### config.mk
export PLATFORM = sky130hd
export DESIGN_NAME = regfile_write_queue
export DESIGN_NICKNAME = d
export VERILOG_FILES = /design/src/rtl/regfile_pkg.sv /design/src/rtl/wb_entry_fifo.sv /design/src/rtl/regfile_write_queue.sv
export SDC_FILE = /design/constraint.sdc
export NUM_CORES = 1
export LEC_CHECK = 0
export CORE_MARGIN = 5
export CORE_UTILIZATION = 40
export CTS_CLUSTER_DIAMETER = 100
export DETAILED_ROUTE_END_ITERATION = 10
export REMOVE_ABC_BUFFERS = 1
export SYNTH_ARGS = -nofsm -noshare
export SYNTH_HDL_FRONTEND = slang
export SYNTH_SLANG_ARGS = --single-unit
### constraint.sdc
create_clock -name clock -period 4.3 [get_ports clock]
set_clock_uncertainty 0.1 [all_clocks]
set_input_delay 0.86 -clock clock [delete_from_list [all_inputs] [get_ports clock]]
set_output_delay 0.86 -clock clock [all_outputs]
set_load 0.1 [all_outputs]
### src/rtl/regfile_pkg.sv
// Shared types and constants for the register file write-side front end.
package regfile_pkg;

   localparam int DATA_WIDTH = 64;
   localparam int ADDR_WIDTH = 5;
   // XZR: architectural zero register, writes to it are dropped
   localparam int ZERO_REG   = 31;

   // One pending writeback: destination register and value
   typedef struct packed {
      logic [ADDR_WIDTH-1:0] rd;
      logic [DATA_WIDTH-1:0] data;
   } wb_entry_t;

endpackage

### src/rtl/wb_entry_fifo.sv
// In-order storage for pending writebacks. Besides the head it exposes every
// slot rotated into age order (index 0 = oldest) so the owner can run a
// youngest-match search without knowing the pointer arithmetic.
module wb_entry_fifo
   import regfile_pkg::*;
#(
   parameter int DEPTH = 4
) (
   input  logic                    clock,
   input  logic                    reset_n,
   input  logic                    push,
   input  wb_entry_t               push_entry,
   input  logic                    pop,
   output wb_entry_t               head_entry,
   output wb_entry_t               age_entry [DEPTH],
   output logic [DEPTH-1:0]        age_valid,
   output logic [$clog2(DEPTH):0]  count,
   output logic                    full,
   output logic                    empty
);

   localparam int PW = $clog2(DEPTH);
   localparam int CW = PW + 1;

   logic [PW-1:0] head_q, head_d;
   logic [PW-1:0] tail_q, tail_d;
   logic [CW-1:0] count_q, count_d;
   wb_entry_t     mem_q [DEPTH];
   wb_entry_t     mem_d [DEPTH];

   // Next-state: write at tail on push, advance head on pop; pointers wrap
   // naturally because DEPTH is a power of two.
   always_comb begin
      head_d  = head_q;
      tail_d  = tail_q;
      count_d = count_q;
      mem_d   = mem_q;
      if (push) begin
         mem_d[tail_q] = push_entry;
         tail_d        = tail_q + 1'b1;
      end
      if (pop) begin
         head_d = head_q + 1'b1;
      end
      case ({push, pop})
         2'b10:   count_d = count_q + 1'b1;
         2'b01:   count_d = count_q - 1'b1;
         default: count_d = count_q;
      endcase
   end

   // State registers; reset discards every entry
   always_ff @(posedge clock or negedge reset_n) begin
      if (!reset_n) begin
         head_q  <= '0;
         tail_q  <= '0;
         count_q <= '0;
         for (int i = 0; i < DEPTH; i++) begin
            mem_q[i] <= '0;
         end
      end else begin
         head_q  <= head_d;
         tail_q  <= tail_d;
         count_q <= count_d;
         mem_q   <= mem_d;
      end
   end

   // Age-ordered view of the stored entries for the bypass search
   always_comb begin
      for (int i = 0; i < DEPTH; i++) begin
         age_entry[i] = mem_q[head_q + PW'(i)];
         age_valid[i] = (CW'(i) < count_q);
      end
   end

   assign head_entry = mem_q[head_q];
   assign count      = count_q;
   assign full       = (count_q == CW'(DEPTH));
   assign empty      = (count_q == '0);

endmodule

### src/rtl/regfile_write_queue.sv
// Write-side front end for the 32x64 register file: arbitrates ALU and load
// writebacks into an in-order queue, drains one entry per cycle into the
// single write port, and answers two bypass lookups against pending entries.
module regfile_write_queue
   import regfile_pkg::*;
#(
   parameter int DATA_WIDTH = regfile_pkg::DATA_WIDTH,
   parameter int ADDR_WIDTH = regfile_pkg::ADDR_WIDTH,
   parameter int DEPTH      = 4,
   parameter int ZERO_REG   = regfile_pkg::ZERO_REG
) (
   input  logic                    clock,
   input  logic                    reset_n,
   // ALU writeback request: transfer when alu_valid && alu_ready at the edge
   input  logic                    alu_valid,
   output logic                    alu_ready,
   input  logic [ADDR_WIDTH-1:0]   alu_rd,
   input  logic [DATA_WIDTH-1:0]   alu_data,
   // Load writeback request: same handshake, takes priority over the ALU
   input  logic                    mem_valid,
   output logic                    mem_ready,
   input  logic [ADDR_WIDTH-1:0]   mem_rd,
   input  logic [DATA_WIDTH-1:0]   mem_data,
   // Register file write port
   input  logic                    wb_stall,
   output logic                    reg_write,
   output logic [ADDR_WIDTH-1:0]   write_register,
   output logic [DATA_WIDTH-1:0]   write_data,
   // Bypass lookups for decode
   input  logic [ADDR_WIDTH-1:0]   lookup1,
   input  logic [ADDR_WIDTH-1:0]   lookup2,
   output logic                    hit1,
   output logic                    hit2,
   output logic [DATA_WIDTH-1:0]   hit_data1,
   output logic [DATA_WIDTH-1:0]   hit_data2,
   output logic [$clog2(DEPTH):0]  pending
);

   localparam logic [ADDR_WIDTH-1:0] XZR = ADDR_WIDTH'(ZERO_REG);

   logic       full;
   logic       empty;
   logic       mem_fire;
   logic       alu_fire;
   logic       push;
   wb_entry_t  push_entry;
   wb_entry_t  head_entry;
   wb_entry_t  age_entry [DEPTH];
   logic [DEPTH-1:0] age_valid;

   // Arbitration: ready depends only on registered fullness (never on
   // wb_stall), and an accepted XZR write completes the handshake but is
   // not stored.
   always_comb begin
      mem_ready  = !full;
      alu_ready  = !full && !mem_valid;
      mem_fire   = mem_valid && mem_ready;
      alu_fire   = alu_valid && alu_ready;
      push       = 1'b0;
      push_entry = '0;
      if (mem_fire) begin
         push_entry.rd   = mem_rd;
         push_entry.data = mem_data;
         push            = (mem_rd != XZR);
      end else if (alu_fire) begin
         push_entry.rd   = alu_rd;
         push_entry.data = alu_data;
         push            = (alu_rd != XZR);
      end
   end

   // Drain: present the head whenever something is queued, zeros otherwise
   always_comb begin
      reg_write      = !empty && !wb_stall;
      write_register = empty ? '0 : head_entry.rd;
      write_data     = empty ? '0 : head_entry.data;
   end

   // Bypass: scan oldest to youngest so the last match is the youngest one;
   // the in-flight request is not yet stored and so never matches.
   always_comb begin
      hit1      = 1'b0;
      hit2      = 1'b0;
      hit_data1 = '0;
      hit_data2 = '0;
      for (int i = 0; i < DEPTH; i++) begin
         if (age_valid[i] && (lookup1 != XZR) && (age_entry[i].rd == lookup1)) begin
            hit1      = 1'b1;
            hit_data1 = age_entry[i].data;
         end
         if (age_valid[i] && (lookup2 != XZR) && (age_entry[i].rd == lookup2)) begin
            hit2      = 1'b1;
            hit_data2 = age_entry[i].data;
         end
      end
   end

   wb_entry_fifo #(
      .DEPTH (DEPTH)
   ) u_fifo (
      .clock      (clock),
      .reset_n    (reset_n),
      .push       (push),
      .push_entry (push_entry),
      .pop        (reg_write),
      .head_entry (head_entry),
      .age_entry  (age_entry),
      .age_valid  (age_valid),
      .count      (pending),
      .full       (full),
      .empty      (empty)
   );

endmodule

### After elaboration in Yosys (flattened, before gate mapping)

Cells that the tools add are included.

| storage, ports and cells | value |
|---|---|
| input port bits | 153 |
| output and inout port bits | 205 |
| bits in registers | 283 |

| operators by class | value |
|---|---|
| reductions and logical operators | 27 |
| add/subtract/negate cells | 6 |
| mux-type cells | 38 |
| bitwise gates (word level) | 5 |
| magnitude comparators | 10 |
| equality and inequality tests | 15 |

Operators by type and width:

| kind | number |
|---|---|
| $mux 69 | 11 |
| $mux 64 | 9 |
| $bmux 69 s2 | 4 |
| $bwmux 276 | 1 |
| $demux 69 s2 | 1 |
| $eq 5x5->1 | 8 |
| $logic_and 1x1->1 | 21 |
| $ne 5x5->1 const B | 4 |
| $ge 3x3->1 const B | 5 |
| $not 2->3 | 5 |
| $mux 1 | 10 |
| $lt 1x3->1 const A | 2 |
| $lt 2x3->1 const A | 2 |
| $pmux 3 s2 | 1 |
| $mux 5 | 1 |
| $add 2x1->2 const B | 2 |
| $add 2x2->2 const B | 2 |
| $logic_not 1->1 | 4 |
| $add 3x1->3 const B | 1 |
| $eq 3x3->1 const B | 1 |
| $logic_not 3->1 | 1 |
| $lt 3x1->1 const B | 1 |
| $sub 3x1->3 const B | 1 |
| $eq 2x1->1 const B | 1 |
| other kinds (2) | 2 |

### Longest topological paths before layout

| logic depth | value |
|---|---|
| depth in word-level cells | 10 |
| depth in mapped cells | 13 |
| depth with buffers taken out | 10 |

### Hierarchy

From an unflattened synthesis, not the netlist that was laid out.

| second synthesis, totals | value |
|---|---|
| cell total of the unflattened synthesis | 2017 |
| area, all modules | 23954.2 um^2 |

Modules (own cells, without submodules):

| module | instances | seq. area each (um^2) | area an instance (um^2) | cells an instance |
|---|---|---|---|---|
| wb_entry_fifo | 1 | 7081.8 | 17882.2 | 1033 |
| regfile_write_queue | 1 | 0.0 | 6072.1 | 984 |

### Worst setup path before layout

Ideal clock, no wire load.

| timing path | value |
|---|---|
| path kind | register -> output |
| start point | register u_fifo.count_q[1], in the netlist u_fifo.count[1] |
| end point | output hit_data1[2] |
| stages on the path, launching flop included | 9 |
| arrival time | 4.448 ns |
| buffers on the path | 2 |
| setup slack | -1.108 ns |
| required time | 3.340 ns |
| cell sequence | dfrtp_1 inv_1 ha_1 o21bai_1 nor4b_1 buf_2 buf_6 a211oi_1 a211oi_1 |

| between the ends | value |
|---|---|
| word-level cells in the longest chain between the ends | 7 |
| elaborated cells on any way between the ends | 16 |
| those cells by class | order compare (4); mux (4); reduce/logical (8) |

RTL lines:

| element | RTL line | text |
|---|---|---|
| start, declared | wb_entry_fifo.sv:27 | `logic [CW-1:0] count_q, count_d;` |
| start signal, assigned | wb_entry_fifo.sv:64 | `count_q <= count_d;` |
| $lt 1x3->1 | wb_entry_fifo.sv:73 | `age_valid[i] = (CW'(i) < count_q);` |
| $logic_and 1x1->1 (2 in a row) | regfile_write_queue.sv:87 | `if (age_valid[i] && (lookup1 != XZR) && (age_entry[i].rd == lookup1)) begin` |
| $mux 64 (3 in a row) | regfile_write_queue.sv:87 |  |
| $mux 64 * | regfile_write_queue.sv:87 |  |
| end, declared | regfile_write_queue.sv:34 | `output logic [DATA_WIDTH-1:0] hit_data1,` |

Every way passes the cells marked *; elsewhere a longest branch is shown, timed or not.

### Final worst setup path

| timing path | value |
|---|---|
| start point | register u_fifo.head_q[0] |
| end point | output hit_data2[45] |

| between the ends | value |
|---|---|
| word-level cells in the longest chain between the ends | 10 |
| elaborated cells on any way between the ends | 31 |
| those cells by class | add/sub (3); eq/ne (4); mux (16); bitwise (4); reduce/logical (4) |

RTL lines:

| element | RTL line | text |
|---|---|---|
| start, declared | wb_entry_fifo.sv:25 | `logic [PW-1:0] head_q, head_d;` |
| start signal, assigned | wb_entry_fifo.sv:55 | `head_q <= '0;` |
| start signal, assigned | wb_entry_fifo.sv:62 | `head_q <= head_d;` |
| $add 2x1->2 / $not 2->3 (equally long branches) | wb_entry_fifo.sv:72 | `age_entry[i] = mem_q[head_q + PW'(i)];` |
| $not 2->3 (not written as such) / $bmux 69 s2 (equally long branches) | wb_entry_fifo.sv:72 |  |
| $bmux 69 s2 / $mux 69 (equally long branches) | wb_entry_fifo.sv:72 |  |
| $mux 69 (not written as such) | wb_entry_fifo.sv:72 |  |
| $mux 69 (not written as such) / $eq 5x5->1 (equally long branches) | wb_entry_fifo.sv:72, regfile_write_queue.sv:91 |  |
| $eq 5x5->1 / $logic_and 1x1->1 (equally long branches) | regfile_write_queue.sv:91 | `if (age_valid[i] && (lookup2 != XZR) && (age_entry[i].rd == lookup2)) begin` |
| $logic_and 1x1->1 / $mux 64 (equally long branches) | regfile_write_queue.sv:91 |  |
| $mux 64 (2 in a row) | regfile_write_queue.sv:91 |  |
| $mux 64 * | regfile_write_queue.sv:91 |  |
| end, declared | regfile_write_queue.sv:35 | `output logic [DATA_WIDTH-1:0] hit_data2,` |

Every way passes the cells marked *; elsewhere a longest branch is shown, timed or not. The select of a mux whose other input is x is not followed.

==> out/metrics.csv <==
metric,value,unit
Final min period,4.60,ns
vias,20200,
"area leader, netlist",dfrtp_1,
Post-Place Cells,3259,
H-tree depth,2,
Initial Utilization,40.3,%
first-pass iteration count of the detailed router,5,
status,"finished, violations left",
DRC viols,0,
#FFs+latches synth,283,
cts bufs inserted,38,
Root Driver,clkbuf_16,
area share of the largest cell type after synthesis,32.0,%
"Async S/R FF share, synth",100,%
FP Rows,86,
Hold Buf Count CTS,0,
clock buffer depth,3,
Max Cap Viol,0,
multi-input combinational cell area,15100,um^2
Setup crit end,hit_data2[45],
final net count,2804,
worst reg-to-reg path cell count,9,
slack of the worst reg-to-reg path,1.11,ns
Mapped Cells,2335,
share of the yosys chip area belonging to registers,32.0,%
fin crit share,107,%
Final WS setup,-0.298,ns
clock sinks,283,
CP Data Required Time,3.34,ns
initial antenna violation count,0,
Die Y,245,um
launch point of the worst path,u_fifo.head_q[0]$_DFFE_PN0P_,
failing checks,negative setup slack,
final hold vios,0,
Main synth FF type,dfrtp_1,
yosys warns,0,
Final Setup Violations,129,
Setup CP Type,reg2out,
max-slew violation count,0,
first-pass GRT wire length,120000,um
Max Freq,217,MHz
post-synth cell types,51,
number of flops mapped to enable cells by yosys,0,
most frequent cell after synthesis,nand2_1,
worst min path class,in2async,
die area,60100,um^2
area grow syn2layout,42.0,%
Top Ports,358,
post-route insts no fill,3367,
n_diodes,0,
Slew HR,34.1,%
unrepaired setup endpoints after global routing,yes,
GPL Wtd Cong,0.872,
Routed Antenna Nets,0,
reg-to-reg startpoint,u_fifo.count[0]$_DFFE_PN0P_,
number of port buffers,357,
CTS tree,yes,
clock latency on the worst-skew pair,0.55,ns
register area,7090,um^2
Die W,245,um
layout cells sized above 1,29.4,%
vias per cell,5.99,
crit path capture type,primary output,
core area,54900,um^2
largest net degree at the start of global routing,162,
Total GRT Usage,24.9,%
Fillers,4577,
most frequent cells after synthesis,"nand2_1, o21ai_0, dfrtp_1",
drt wl/cell,23.3,um
grt total ovfl,0,
CP Max Fanout,7,
First DRT Iteration DRCs,1470,
Syn Area/Cell,9.47,um^2
"top cells by area, synth","dfrtp_1, mux4_2, mux2i_1, nand2_1, o21ai_0",
mapped cell area,22100,um^2
vias in the first global route,20600,
HPWL Detailed,50000,um
reg2reg end,u_fifo.mem_q[236]$_DFFE_PN0P_,
measured slew at the worst slew-check pin,0.985,ns
clk slew on worst S/H paths,0.05,ns
DRT Wirelength,78400,um
CP Launch Type,flip-flop,
CP arrival,3.64,ns
==> layout by cell type, fill, tap and decap left out, types with 12 or more instances in the layout <==
master	instances
o21ai_0	342
mux2i_4	36
xnor2_1	32
xor2_1	15
nor2b_1	69
buf_6	12
mux4_2	150
mux2i_1	141
o221ai_4	29
nor2_1	72
a21oi_1	64
a22oi_1	69
dfrtp_1	281
clkdlybuf4s50_1	155
mux2_2	62
nand2_1	470
buf_4	103
mux2i_2	19
o211ai_1	52
or3_1	63
o221ai_2	32
buf_12	203
clkbuf_16	49
==> what timing repair did <==
| action | 4_1_cts | 5_1_grt |
|---|---|---|
| gates resized for setup | 69 | 133 |
| gates cloned | 6 | 9 |
| setup endpoints to repair | 141 | 135 |
| pin swaps | 13 | 24 |
| buffers inserted | 26 | 8 |
==> routing by layer <==
layer	vias to the layer above	wire (um)	GRT usage, %
met5	-	0	0
met4	0	1860	7.74
met3	131	4950	4.48
met2	718	38100	41.0
met1	10100	33500	33.7
li1	9217	-	-
==> cells by family after synthesis <==
group	Yosys count	share of synthesized area [%]
compound gates	628	18.7
mux	408	27.3
fa+ha+maj	9	0.509
buf+inv	237	5.21
xor+xnor	51	2.02
simple gates	719	14.2
flops	283	32.0
==> worst min-delay path by stage <==
| stage | from | endpoint | slack [ns] | depth (start not counted) |
|---|---|---|---|---|
| global route | reset_n | u_fifo.mem_q[227]$_DFFE_PN0P_ | 0.30 | 1 |
| global placement | u_fifo.mem_q[99]$_DFFE_PN0P_ | u_fifo.mem_q[99]$_DFFE_PN0P_ | 0.40 | 2 |
| floorplan | u_fifo.mem_q[0]$_DFFE_PN0P_ | u_fifo.mem_q[0]$_DFFE_PN0P_ | 0.38 | 2 |
| detailed placement | u_fifo.mem_q[54]$_DFFE_PN0P_ | u_fifo.mem_q[54]$_DFFE_PN0P_ | 0.41 | 2 |
| CTS | reset_n | u_fifo.mem_q[84]$_DFFE_PN0P_ | 0.27 | 1 |
| finish | reset_n | u_fifo.mem_q[84]$_DFFE_PN0P_ | 0.24 | 1 |
==> sequential cells by signal (all words and copies together), names as in the netlist <==
register / flops
u_fifo.head_q: 2
u_fifo.count: 3
u_fifo.tail_q: 2
u_fifo.mem_q: 276
==> metrics by stage <==
stage          TNS [ns]  util [%]  setup slack [ns]  instance area, um^2  hold WS, ns
2_1_floorplan  -3444.06         -            -20.75                21000        0.378
3_3_place_gp      -1.17      51.5           -0.0656                28300        0.395
3_5_place_dp     -0.934      51.5           -0.0743                28300        0.409
4_1_cts          -24.10      55.3            -0.269                30400        0.271
5_1_grt          -39.85      57.2            -0.367                31400        0.302
6_report         -25.32      57.2            -0.298                31400        0.242
==> area by class of cell <==
type | count | area share (%)
Clock buffer | 54 | 3.62
Multi-Input combinational cell | 1815 | 48.0
Timing Repair Buffer | 498 | 22.7
Sequential cell | 283 | 22.6
Tap cell | 704 | 2.81
Clock inverter | 7 | 0.219
Inverter | 6 | 0.0797
==> worst max-delay path, stage by stage (launching register included) <==
cell	delay [ns]
dfrtp_4	0.48
buf_12	0.15
buf_12	0.13
mux4_2	0.46
buf_4	0.17
xor2_2	0.15
nor4_4	0.25
and2_4	0.29
buf_12	0.14
buf_12	0.12
mux2i_1	0.10
o211ai_1	0.41
buf_12	0.23
Power is not shown: default switching activity piles up to over one toggle a cycle in this logic, so the estimate is an artifact.
==> edit 1: new RTL, config.mk and constraints unchanged <==
Make the reset (`reset_n`) synchronous in one clocked block.
--- a/src/rtl/wb_entry_fifo.sv
+++ b/src/rtl/wb_entry_fifo.sv
@@ -50,7 +50,7 @@
    end
 
    // State registers; reset discards every entry
-   always_ff @(posedge clock or negedge reset_n) begin
+   always_ff @(posedge clock) begin
       if (!reset_n) begin
          head_q  <= '0;
          tail_q  <= '0;
Behaviour: not the same (Yosys sat finds a counterexample within 4 cycles, from zero or initial values and one cycle with reset_n low; the reset may be asserted at any time).
==> edit 1 against the unedited design <==
- the flow still finishes with violations (negative setup slack)
- routed wire length grew 17%
- worst setup slack better by 0.039 ns
- synthesized cell count up 21%
- non-clock buffer count up 79
- core utilization rose by 2.7 points
- critical path depth grew 2
- synthesized area down 1.0%
- sequential cell count unchanged
- count of clock-buffer cells in the layout decreased by 1
- first-iteration DRC count increased by 49%
- die area fell by 1.0%
- cell area increased by 3.1%
- critical endpoint is now hit_data2[63]
==> edit 1: results (changes against the unedited design) <==
post_dp_hpwl_mm: 53.9  # +7.9%
pnr_worst_setup_slack_ns: -0.260  # +0.0386 ns
cts_made_buffers: 35  # -7.9%
met2_wirelength_mm: 43.3  # +14%
nNetsFinal: 3300  # +18%
pre_cts_ws_ns: -0.357  # -0.283 ns
gr-usage-met1_pct: 34.2  # +0.44 points
final_layout_size_suffix_gt1_share_pct: 27.9  # -1.4 points
postCtsSetupBuffers: 24  # -7.7%
maxSlewHeadroom_pct: 21.4  # -13 points
worstSetupStartpoint: "u_fifo.head_q[0]"
drt-wirelength-per-cell_um: 23.8  # +2.4%
drt_pre_antenna_iters: 6  # +1
worstPathMaxFanout: 8  # +1
yosys-top-cells-area: "sky130_fd_sc_hd__dfxtp_1 (26%), sky130_fd_sc_hd__mux2i_1 (15%), sky130_fd_sc_hd__o211a_1 (13%), sky130_fd_sc_hd__nand2_1 (9.2%), sky130_fd_sc_hd__a21oi_1 (5.7%)"
synth_seq_area_share_pct: 25.9  # -6.1 points
status: "complete, but fails checks"
yosys.area_share.adder_pct: 0.515  # +0.0054 points
crit_arrival_ns: 3.60  # -0.04 ns
reg2reg_depth: 10  # +1
grt_pass1_wl_mm: 132  # +10%
grt_antenna_before_repair: 1  # +1
worstHoldPathType: "flop to flop"
detail_route.iter0.violations: 2197  # +49%
fillers: 4597  # +0.44%
post_cts_resized: 166  # +140%
maximum_number_of_pins_on_one_net_before_global_route_repair: 143  # -12%
synth-xor-area-share_pct: 1.88  # -0.14 points
vias_after_detailed_routing: 23970  # +19%
violations: "negative setup slack"
routed-wl-met3_mm: 7.01  # +42%
met1Wirelength_mm: 38.0  # +13%
finalSetupViolCount: 126  # -2.3%
synth.lib_cells_used.distinct: 57  # +12%
first_global_vias: 23014  # +12%
timing.critical_path.to: "hit_data2[63]"
globalRouteMet2Util_pct: 46.1  # +5.0 points
netlist_top_cells_count: "sky130_fd_sc_hd__nand2_1 (537), sky130_fd_sc_hd__mux2i_1 (338), sky130_fd_sc_hd__dfxtp_1 (283), sky130_fd_sc_hd__o211a_1 (278), sky130_fd_sc_hd__a21oi_1 (251)"
-- edit 1: changes by cell type after synthesis, sizes merged, moves of 139 or more --
cell,unedited run,this run
mux2i,196,338
nor2,73,212
dfrtp,283,0
o211a,3,278
a21oi,66,251
mux4,150,9
dfxtp,0,283
o21ai,348,142
-- edit 1: critical path: stages (launching register included) --
cell and delay, ns:
sky130_fd_sc_hd__dfxtp_4 0.36, sky130_fd_sc_hd__buf_12 0.14, sky130_fd_sc_hd__buf_12 0.15, sky130_fd_sc_hd__buf_12 0.10, sky130_fd_sc_hd__mux2i_4 0.29, sky130_fd_sc_hd__xnor2_2 0.12
sky130_fd_sc_hd__nor4_2 0.26, sky130_fd_sc_hd__buf_4 0.19, sky130_fd_sc_hd__a32oi_4 0.19, sky130_fd_sc_hd__buf_6 0.21, sky130_fd_sc_hd__nor2_2 0.23, sky130_fd_sc_hd__a22oi_1 0.14
sky130_fd_sc_hd__a221oi_2 0.33, sky130_fd_sc_hd__buf_4 0.18, sky130_fd_sc_hd__buf_12 0.16
-- edit 1: final cells by class --
| cell class | count | share of cell area [%] |
|---|---|---|
| multi-input combinational | 2231 | 52.2 |
| sequential | 283 | 17.5 |
| timing repair buffer | 577 | 23.9 |
| clock buffer | 53 | 3.19 |
| tap | 696 | 2.69 |
| antenna | 1 | 0.00773 |
| inverter | 10 | 0.131 |
| clock inverter | 9 | 0.406 |
-- edit 1: per-stage QoR --
step	std cells	setup TNS [ns]	hold slack [ns]	cell area, um2
floorplan	2523	-3104.59	0.384	20600
global placement	3718	-16.83	0.394	27800
detailed placement	3718	-17.12	0.407	27800
CTS	3813	-14.53	0.420	30200
global route	3860	-28.14	0.434	32400
finish	3860	-13.32	0.419	32400
==> edit 2: new RTL, config.mk and constraints unchanged <==
Made on the original files. `DEPTH` is set to 4 in 2 places; all go to 2.
--- a/src/rtl/wb_entry_fifo.sv
+++ b/src/rtl/wb_entry_fifo.sv
@@ -4,7 +4,7 @@
 module wb_entry_fifo
    import regfile_pkg::*;
 #(
-   parameter int DEPTH = 4
+   parameter int DEPTH = 2
 ) (
    input  logic                    clock,
    input  logic                    reset_n,
--- a/src/rtl/regfile_write_queue.sv
+++ b/src/rtl/regfile_write_queue.sv
@@ -6,7 +6,7 @@
 #(
    parameter int DATA_WIDTH = regfile_pkg::DATA_WIDTH,
    parameter int ADDR_WIDTH = regfile_pkg::ADDR_WIDTH,
-   parameter int DEPTH      = 4,
+   parameter int DEPTH      = 2,
    parameter int ZERO_REG   = regfile_pkg::ZERO_REG
 ) (
    input  logic                    clock,
Interface: changed (resized pending); port bits go from 358 to 357. No check against the original RTL was run, so the function may have changed too.
==> edit 2 against the unedited design <==
- cell area shrank 50%
- critical endpoint is now hit_data1[46]
- sequential share of layout area rose by 0.19 points
- critical path depth decreased by 3
- final cell count is 47% lower
- sequential cell count is 141 lower
- synthesized area decreased by 55%
- routed wire length fell by 54%
- via count decreased by 52%
- worst setup slack better by 0.53 ns
- count of clock-buffer cells in the layout shrank 36
- critical path type is now input port to primary output
- largest cell class unchanged
- register-to-register slack better by 0.37 ns
Power is left out: the tool's default activity adds up to more than one toggle a clock period on the data nets, which glitch-free logic cannot reach.
==> edit 2: results (changes against the unedited design) <==
globalRouteMet2Util_pct: 42.9  # +1.8 points
cts_htree_levels: 4  # +2
post-place-cells: 1738  # -47%
worst_hold_slack_ns: 0.356  # +0.113 ns
synthesis.instances: 1137  # -51%
largest_register_ffs: 138  # -50%
status: "completed"
timing.critical_path.to: "hit_data1[46]"
grt_pass1_wl_mm: 55.4  # -54%
worstPathMaxFanout: 17  # +10
timing.critical_path.slowest_stage_cell: "sky130_fd_sc_hd__clkdlybuf4s50_1"
netlist_top_cells_count: "sky130_fd_sc_hd__mux2i_1 (262), sky130_fd_sc_hd__nor2_1 (143), sky130_fd_sc_hd__dfrtp_1 (142), sky130_fd_sc_hd__nand2_1 (78), sky130_fd_sc_hd__o21ai_0 (73)"
pre_cts_ws_ns: 0.236  # +0.311 ns
maxSlewHeadroom_pct: 32.5  # -1.6 points
synth_seq_area_share_pct: 35.4  # +3.4 points
placed_area_um2: 15100  # -47%
global_route.usage.met3_pct: 4.69  # +0.22 points
detail_route.iter0.violations: 591  # -60%
clk_pin_slew_worst_paths_ns: 0.07  # +0.02 ns
met1Wirelength_mm: 15.3  # -54%
port-buffer-count: 356  # -0.28%
worstSetupStartpoint: "lookup1[1]"
cts_made_buffers: 17  # -55%
clockBufferDepth: 2  # -1
routed-wl-met3_mm: 1.83  # -63%
maximum_number_of_pins_on_one_net_before_global_route_repair: 130  # -20%
crit_path_start_kind: "input port"
gr-usage-met1_pct: 31.2  # -2.6 points
crit_arrival_ns: 3.11  # -0.53 ns
routability_congestion_estimate_from_global_placement: 0.817  # -6.3%
grt_use_total_pct: 24.4  # -0.54 points
yosys-top-cells-area: "sky130_fd_sc_hd__dfrtp_1 (35%), sky130_fd_sc_hd__mux2i_1 (26%), sky130_fd_sc_hd__nor2_1 (5.3%), sky130_fd_sc_hd__a22oi_1 (5.2%), sky130_fd_sc_hd__nand4_1 (4.0%)"
post_dp_hpwl_mm: 25.8  # -48%
synth.top_cell.area_share_pct: 35.4  # +3.4 points
grt_antenna_before_repair: 0  # unchanged
drt-wirelength-per-cell_um: 20.2  # -13%
ff2ff_setup_slack_ns: 1.48  # +0.37 ns
met2_wirelength_mm: 18.1  # -52%
post_cts_resized: 0  # -100%
worstSkewPairLatency_ns: 0.42  # -0.13 ns
vias_after_detailed_routing: 9692  # -52%
-- edit 2: cell type report --
cell class              count  area share (%)
clock buffers              18            2.81
clock inverters            14           0.705
inverters                   3          0.0721
multi-input cells         876            38.3
flip-flops and latches    142            22.8
well taps                 330            2.64
repair buffers            387            32.7
-- edit 2: worst min path at each step --
stage                            end             start  cells past startpoint
floorplan              u_fifo.tail_q     u_fifo.tail_q                      1
global placement    u_fifo.mem_q[50]  u_fifo.mem_q[50]                      2
detailed placement  u_fifo.mem_q[21]  u_fifo.mem_q[21]                      2
CTS                 u_fifo.mem_q[91]           reset_n                      1
global route        u_fifo.mem_q[91]           reset_n                      1
finish              u_fifo.mem_q[91]           reset_n                      1
-- edit 2: cell families after synthesis --
logic type,share of synthesized area (%)
AND/OR/NAND/NOR,16.9
multiplexers,26.7
AO/OA/AOI/OAI,12.4
flip-flops,35.4
buffers and inverters,6.00
XOR/XNOR,2.09
adder cells (fa/ha/maj),0.498
